===== config.mk =====
export PLATFORM = sky130hd
export DESIGN_NAME = abft_check_sequencer
export DESIGN_NICKNAME = d
export VERILOG_FILES = /design/src/rtl/abft_check_sequencer.sv
export SDC_FILE = /design/constraint.sdc
export NUM_CORES = 1
export LEC_CHECK = 0
export ABC_AREA = 0
export BUFFER_PORTS_ARGS = -buffer_cell sky130_fd_sc_hd__buf_4
export CORE_MARGIN = 2
export CORE_UTILIZATION = 47
export CTS_BUF_LIST = sky130_fd_sc_hd__clkbuf_4
export CTS_CLUSTER_SIZE = 28
export DETAILED_ROUTE_END_ITERATION = 12
export HOLD_SLACK_MARGIN = 0.1
export PLACE_DENSITY = 0.71
export SETUP_SLACK_MARGIN = 0.2
export SLEW_MARGIN = 20
export SYNTH_ARGS = -nofsm -noshare
export SYNTH_HDL_FRONTEND = slang
export SYNTH_SLANG_ARGS = --single-unit
export TNS_END_PERCENT = 100

===== constraint.sdc =====
create_clock -name clk -period 1.55 [get_ports clk]
set_input_delay 0.31 -clock clk [delete_from_list [all_inputs] [get_ports clk]]
set_output_delay 0.31 -clock clk [all_outputs]
set_load 0.02 [all_outputs]

===== src/rtl/abft_check_sequencer.sv =====
// Sequencer that drives the lightweight ABFT checker through its four check slots,
// retries failing slots and summarises the outcome. Optional: ABFT_FIRST_FAIL_CAPTURE_EN.
module abft_check_sequencer #(
    parameter int WINDOW    = 4,
    parameter int MAX_RETRY = 2
) (
    input  logic       clk,
    input  logic       rst,
    input  logic       start,
    input  logic       error_in,
    output logic [1:0] s1,
    output logic [1:0] s2,
    output logic [1:0] s3,
    output logic       rst1,
    output logic       busy,
    output logic       done,
    output logic       fail,
    output logic [3:0] err_map,
    output logic [7:0] err_count
`ifdef ABFT_FIRST_FAIL_CAPTURE_EN
    ,
    output logic [1:0] first_slot,
    output logic       first_valid
`endif
);

    typedef enum logic [2:0] {
        ST_IDLE   = 3'd0,
        ST_CLEAR  = 3'd1,
        ST_RUN    = 3'd2,
        ST_SAMPLE = 3'd3,
        ST_EVAL   = 3'd4,
        ST_DONE   = 3'd5
    } state_t;

    localparam logic [7:0] WIN_LAST  = 8'(WINDOW - 1);
    localparam logic [2:0] RETRY_LIM = 3'(MAX_RETRY);

    state_t     state_r, state_s;
    logic [1:0] slot_r, slot_s;
    logic [2:0] retry_r, retry_s;
    logic [7:0] win_r, win_s;
    logic       err_cap_r, err_cap_s;
    logic [3:0] map_r, map_s;
    logic [7:0] cnt_r, cnt_s;
    logic       fail_r, fail_s;
    logic       rst1_r, rst1_s;
    logic       busy_r, busy_s;
    logic       done_r, done_s;
    logic       advance_s;
`ifdef ABFT_FIRST_FAIL_CAPTURE_EN
    logic [1:0] first_slot_r, first_slot_s;
    logic       first_valid_r, first_valid_s;
`endif

    // Next-state, datapath updates and next values of the registered outputs
    always_comb begin
        state_s   = state_r;
        slot_s    = slot_r;
        retry_s   = retry_r;
        win_s     = win_r;
        err_cap_s = err_cap_r;
        map_s     = map_r;
        cnt_s     = cnt_r;
        fail_s    = fail_r;
        advance_s = 1'b0;
`ifdef ABFT_FIRST_FAIL_CAPTURE_EN
        first_slot_s  = first_slot_r;
        first_valid_s = first_valid_r;
`endif
        case (state_r)
            ST_IDLE: begin
                if (start) begin
                    map_s   = 4'b0000;
                    cnt_s   = 8'd0;
                    fail_s  = 1'b0;
                    slot_s  = 2'd0;
                    retry_s = 3'd0;
                    state_s = ST_CLEAR;
`ifdef ABFT_FIRST_FAIL_CAPTURE_EN
                    first_slot_s  = 2'd0;
                    first_valid_s = 1'b0;
`endif
                end else begin
                    state_s = ST_IDLE;
                end
            end
            ST_CLEAR: begin
                win_s   = 8'd0;
                state_s = ST_RUN;
            end
            ST_RUN: begin
                if (win_r == WIN_LAST) begin
                    win_s   = 8'd0;
                    state_s = ST_SAMPLE;
                end else begin
                    win_s   = win_r + 8'd1;
                end
            end
            ST_SAMPLE: begin
                err_cap_s = error_in;
                state_s   = ST_EVAL;
            end
            ST_EVAL: begin
                if (err_cap_r) begin
                    map_s[slot_r] = 1'b1;
                    if (cnt_r != 8'hFF) begin
                        cnt_s = cnt_r + 8'd1;
                    end else begin
                        cnt_s = cnt_r;
                    end
`ifdef ABFT_FIRST_FAIL_CAPTURE_EN
                    if (!first_valid_r) begin
                        first_slot_s  = slot_r;
                        first_valid_s = 1'b1;
                    end else begin
                        first_slot_s  = first_slot_r;
                    end
`endif
                    if (retry_r < RETRY_LIM) begin
                        retry_s = retry_r + 3'd1;
                        state_s = ST_CLEAR;
                    end else begin
                        fail_s    = 1'b1;
                        advance_s = 1'b1;
                    end
                end else begin
                    advance_s = 1'b1;
                end
                // Slot index saturates at 3; the last slot goes to DONE instead
                if (advance_s) begin
                    retry_s = 3'd0;
                    if (slot_r == 2'd3) begin
                        state_s = ST_DONE;
                    end else begin
                        slot_s  = slot_r + 2'd1;
                        state_s = ST_CLEAR;
                    end
                end else begin
                    slot_s = slot_r;
                end
            end
            ST_DONE: begin
                state_s = ST_IDLE;
            end
            default: begin
                state_s = ST_IDLE;
            end
        endcase
        rst1_s = (state_s == ST_RUN) || (state_s == ST_SAMPLE);
        busy_s = (state_s != ST_IDLE);
        done_s = (state_s == ST_DONE);
    end

    // State, datapath and output registers with synchronous reset
    always_ff @(posedge clk) begin
        if (rst) begin
            state_r   <= ST_IDLE;
            slot_r    <= 2'd0;
            retry_r   <= 3'd0;
            win_r     <= 8'd0;
            err_cap_r <= 1'b0;
            map_r     <= 4'b0000;
            cnt_r     <= 8'd0;
            fail_r    <= 1'b0;
            rst1_r    <= 1'b0;
            busy_r    <= 1'b0;
            done_r    <= 1'b0;
`ifdef ABFT_FIRST_FAIL_CAPTURE_EN
            first_slot_r  <= 2'd0;
            first_valid_r <= 1'b0;
`endif
        end else begin
            state_r   <= state_s;
            slot_r    <= slot_s;
            retry_r   <= retry_s;
            win_r     <= win_s;
            err_cap_r <= err_cap_s;
            map_r     <= map_s;
            cnt_r     <= cnt_s;
            fail_r    <= fail_s;
            rst1_r    <= rst1_s;
            busy_r    <= busy_s;
            done_r    <= done_s;
`ifdef ABFT_FIRST_FAIL_CAPTURE_EN
            first_slot_r  <= first_slot_s;
            first_valid_r <= first_valid_s;
`endif
        end
    end

    assign s1        = slot_r;
    assign s2        = slot_r;
    assign s3        = slot_r;
    assign rst1      = rst1_r;
    assign busy      = busy_r;
    assign done      = done_r;
    assign fail      = fail_r;
    assign err_map   = map_r;
    assign err_count = cnt_r;
`ifdef ABFT_FIRST_FAIL_CAPTURE_EN
    assign first_slot  = first_slot_r;
    assign first_valid = first_valid_r;
`endif

endmodule


# After elaboration in Yosys (flattened, before gate mapping)

Cells that the tools add are included.
W data, S select, Z words.

Add/sub/neg operators: 4
$lt $le $gt $ge: 3
Equality and inequality tests: 18
Mux-type cells: 34
Bitwise operators: 1
Reductions and logical operators: 11

Operators with widths:

| cell                  | number |
|---|---|
| $mux W8               | 4 |
| $pmux W8 S2           | 2 |
| $mux W3               | 9 |
| $add A8 B1 Y8 const B | 2 |
| $reduce_and A4 Y1     | 4 |
| $pmux W3 S5           | 1 |
| $eq A3 B2 Y1 const B  | 4 |
| $ne A2 B2 Y1 const B  | 6 |
| $eq A8 B2 Y1 const B  | 1 |
| $mux W1               | 8 |
| $mux W4               | 2 |
| $ne A8 B8 Y1 const B  | 1 |
| $pmux W4 S2           | 1 |
| $eq A3 B3 Y1 const B  | 2 |
| $mux W2               | 3 |
| $ne A3 B3 Y1 const B  | 2 |
| $pmux W3 S2           | 1 |
| $or A4 B4 Y4          | 1 |
| $pmux W2 S2           | 1 |
| $reduce_bool A2 Y1    | 2 |
| $add A3 B1 Y3 const B | 1 |
| $eq A3 B1 Y1 const B  | 1 |
| $logic_not A3 Y1      | 1 |
| $lt A2 B3 Y1 const B  | 1 |
| 10 further kinds      | 10 |

Flip-flop bits (word level): 33
Input bits: 4
Output and inout port bits: 22
Logic and storage cells: 82

# Depth between registers and ports, before layout

Word-level depth: 8
Gate-level depth with buffers: 6
Depth with buffers taken out: 5

# Worst setup path after synthesis

Ideal clock, no wire load.

Path kind: register -> register
Start: reg cnt_r[0] (netlist: err_count[0])
End: reg cnt_r[3] (netlist: err_count[3])
Setup time: 132 ps
Data arrival time: 1452 ps
Required time: 1418 ps
Path slack: -34 ps
Stages on the path, launching flop included: 7
Buffers on the path: 1
Clock period less this slack: 1584 ps
Path through: dfxtp_1 > ha_1 > nand4_1 > o211ai_1 > clkbuf_1 > or3_1 > a21oi_1

Word-level cells in the longest chain between the ends: 4
Elaborated cells on any way between the ends: 7
Those cells by class: 1 x add/sub; 2 x eq/ne; 3 x mux; 1 x reduce/logical

Ends and longest elaborated chain:

| element                | line | source |
|---|---|---|
| from (decl)            | 45   | `logic [7:0] cnt_r, cnt_s;` |
| from (signal assigned) | 180  | `cnt_r <= cnt_s;` |
| $add A8 B1 Y8          | 108  | `cnt_s = cnt_r + 8'd1;` |
| $mux W8                | 107  | `if (cnt_r != 8'hFF) begin` |
| $mux W8                | 105  | `if (err_cap_r) begin` |
| $pmux W8 S2            | 71   | `case (state_r)` |

Parallel ways exist; a longest one is shown, timed or not. The select of a mux whose other input is x is not followed.
A chain may end at the register's enable or synchronous reset.

# Worst setup path after layout

Start: reg state_r[2]
End: reg cnt_r[1] (netlist: err_count[1])

Word-level cells in the longest chain between the ends: 3
Elaborated cells on any way between the ends: 8
Those cells by class: 4 x eq/ne; 1 x mux; 3 x reduce/logical

Ends and longest elaborated chain:

| element                                                             | line | source |
|---|---|---|
| from (decl)                                                         | 39   | `state_t state_r, state_s;` |
| from (signal assigned)                                              | 174  | `state_r <= state_s;` |
| $eq A3 B3 Y1 / $logic_not A3 Y1 (equally long branches)             | 71   |  |
| $ne A2 B2 Y1 (no line) / $reduce_bool A2 Y1 (equally long branches) | -    |  |
| $reduce_and A4 Y1 (no line)                                         | -    |  |

Parallel ways exist; a longest one is shown, timed or not.

==> qor.csv <==
stage;metric;value;unit
outcome;outcome;finished, final reports clean;
cts;cts_tree;built;
routing;wire_per_inst;14.92;um
cells_and_area;fill_cells;219;
global_route;grt_usage;22.78;%
synthesis;synth_area_leaders;dfxtp_1 (43%), a21oi_1 (7.1%), ha_1 (5.7%), nor2_1 (5.1%), o21ai_0 (4.5%);
synthesis;syn_nets;193;
critical_path;critPathArrivalTime;1.82;ns
cells_and_area;synthToLayoutAreaGrowth;47.97;%
run;maxCapViolCount;0;
synthesis;syn_inst;182;
cts;clkLatencyLatePin;0.35;ns
placed_design;place_inst;248;
cts;ctsLongestPathBuffers;2;
power_and_ir_drop;p_leak;0.8338;nW
cts;cts_root_buf;clkbuf_4;
worst_hold_path;min_path_type;in2reg;
timing;rsz0062_at_grt;yes;
critical_path;max_stage_delay;0.44;ns
routing;drc;0;
power_and_ir_drop;ir_worst_vdd;0.0004943;V
routing;wl;4087;um
timing;max_slew.worst_pin.slew;0.4586;ns
synthesis;syn_avg_cell_area;8.470;um2
cts;path_clk_slew;0.11;ns
timing;finClkSkew;0.01582;ns
synthesis;ys_seq_area_share;42.86;%
routing;dr.pass1.iters;4;
cts;cts-hold-fix-buffers;0;
power_and_ir_drop;p_per_area;692.5;nW/um2
timing;slew_viol_final;0;
critical_path;path_max_fanout;7;
global_route;use_met3;7.773;%
die;start_util;50.08;%
global_route;grt_overflow;0;
die;core;3078;um2
cells_and_area;layoutNonFillerInstCount;274;
routing;first_iter_violations;55;
placed_design;gp_congestion;0.8471;
critical_path;critPathSlowestCell;or3b_4;
synthesis;ys_warn_count;0;
global_route;grt_pass1_vias;1372;
synthesis;synth-edff-count;0;
timing;period_needed;1.542;ns
synthesis;yosysMostFrequentCell;dfxtp_1;
synthesis;synthTopCellsByCount;dfxtp_1 (33), a21oi_1 (22), nor2_1 (21);
critical_path;critPathTopFamily;simple AND/OR/NAND/NOR gates;
cts;clock_sinks;33;
critical_path;reg2regPathDepth;4;
die;ios;26;
timing;post-route-period-util;99.47;%
critical_path;worstSetupEndpointType;flip-flop;
timing;setup_violations;0;
cts;cts.htree.levels;2;
global_route;use_met2;33.89;%
synthesis;synth_top_flop_cell;dfxtp_1;
timing;maxSlewHeadroom;69.22;%
die;num_rows;20;
synthesis;synth_area_leader_cell;dfxtp_1;
critical_path;cp_num_cells;4;
cells_and_area;fin_util;74.11;%
critical_path;required;1.83;ns
cells_and_area;num_antenna_cells;0;
placed_design;hpwl;2453;um
global_route;grt_pass1_wl;6279;um
routing;ant_nets;0;
critical_path;reg2reg_to;err_count[1];
critical_path;timing.rr.start;state_r[2];
critical_path;worst_setup_path_start_kind;flip-flop;
global_route;top_usage_layer;met2;
synthesis;synthArstFlopShare;0;%
synthesis;ys_types;34;
synthesis;ys_ff_latch;33;
global_route;antenna_found_initial;0;
placed_design;io_buffers;25;
critical_path;path_buf_inv;1;
cts;cts_buffers;5;
cells_and_area;regArea;701.9;um2
worst_hold_path;hp-start;error_in;
global_route;grt_start_max_net_pins;25;
cells_and_area;multi_input_area;1021;um2
die;fp.dieW;61.27;um
synthesis;synth_top_cell_area_share;42.86;%
timing;setup_tns;0;ns
die;die_h;61.27;um
timing;hold_viol;0;
cells_and_area;fin_nets;241;
cells_and_area;drive_gt1_share;49.57;%
worst_hold_path;hold_depth;3;
critical_path;r2r_setup_slack;0.008;ns
global_route;grt_use_met1;30.98;%
timing;clock.fmax;648.6;MHz
routing;viasPerCell;5.617;
routing;vias;1539;
worst_hold_path;min_to;err_cap_r;
timing;timing.hold.ws;0.2307;ns
synthesis;synth_area;1541;um2
die;die_area;3754;um2
critical_path;crit_chain;or3b_4, buf_6, or3_1, a21oi_2;
critical_path;critical_path_class;reg2reg;
## metrics by stage
step / worst slack, ns / cell area [um2] / power, mW
3_5_place_dp: 0.005839 / 1843 / 1.068
3_3_place_gp: 0.05776 / 1843 / 1.065
2_1_floorplan: 0.1385 / 1609 / 1.011
4_1_cts: 0.02240 / 2112 / 1.550
6_report: 0.008152 / 2281 / 1.579
5_1_grt: -0.03210 / 2281 / 1.647
## repair_timing
| item | CTS | global route |
|---|---|---|
| cloned | 1 | 0 |
| hold endpoints to repair | 0 | 0 |
| pin swaps | 15 | 27 |
| setup buffers | 14 | 4 |
| endpoints found under the setup margin | 20 | 27 |
| gates resized for setup | 29 | 39 |
## power by group
part	internal (mW)	switching (mW)	leakage, nW
combinational	0.0959	0.134	0.525
sequential	0.853	0.0188	0.277
clock	0.184	0.294	0.0315
total	1.13	0.446	0.834
## area by class of cell
type | instances | share of cell area (%)
multi-input cells | 131 | 44.76
clock buffers | 6 | 1.975
repair buffers | 52 | 18.60
well taps | 44 | 2.414
clock inverters | 1 | 0.2194
inverters | 7 | 1.262
flip-flops and latches | 33 | 30.77
## sequential cells by signal, indices dropped and copies added, names as in the netlist, 2 cells and up
name / cells
err_count: 8
win_r: 8
err_map: 4
retry_r: 3
state_r: 3
s1: 2
## layout by cell type (no fill, tap or decap), drive strengths merged, types with 6 or more instances in the layout
cell     n
a21oi   22
buf     52
clkbuf   6
dfxtp   33
ha       7
inv      7
mux2i    6
nand2    8
nor2    21
o21ai   14
or3      7
## worst max path at each step
| stage | start | endpoint | slack [ns] |
|---|---|---|---|
| final | state_r[2] | err_count[1] | 0.008 |
| after global routing | state_r[2] | err_count[1] | -0.03 |
| after CTS | err_count[0] | err_count[1] | 0.02 |
| after detailed placement | state_r[2] | err_count[1] | 0.006 |
| after global placement | state_r[2] | s1[0] | 0.06 |
| after floorplan | state_r[0] | s1[0] | 0.14 |
## routing by layer
layer / up-vias / part of all wire (%)
li1: 744 / -
met1: 743 / 44
met2: 46 / 49
met3: 6 / 5.2
met4: 0 / 1.4
met5: - / 0
## cell families (layout without fill, tap and decap cells)
logic type | Yosys count | in the layout | share of synthesized area (%)
simple gates | 68 | 69 | 23.46
compound gates | 47 | 47 | 17.05
mux | 7 | 7 | 4.627
buf+inv | 19 | 66 | 5.763
xor+xnor | 1 | 1 | 0.5683
fa+ha+maj | 7 | 7 | 5.682
flops | 33 | 33 | 42.86
## worst register-to-register path: cells and delay by family, from the launching register on
kind / cells / cell delay [ns]
AND/OR/NAND/NOR: 2 / 0.80
AO/OA/AOI/OAI: 1 / 0.13
flip-flops: 1 / 0.41
buffers and inverters: 1 / 0.14
Note: power is estimated with default switching activity, not from simulation.
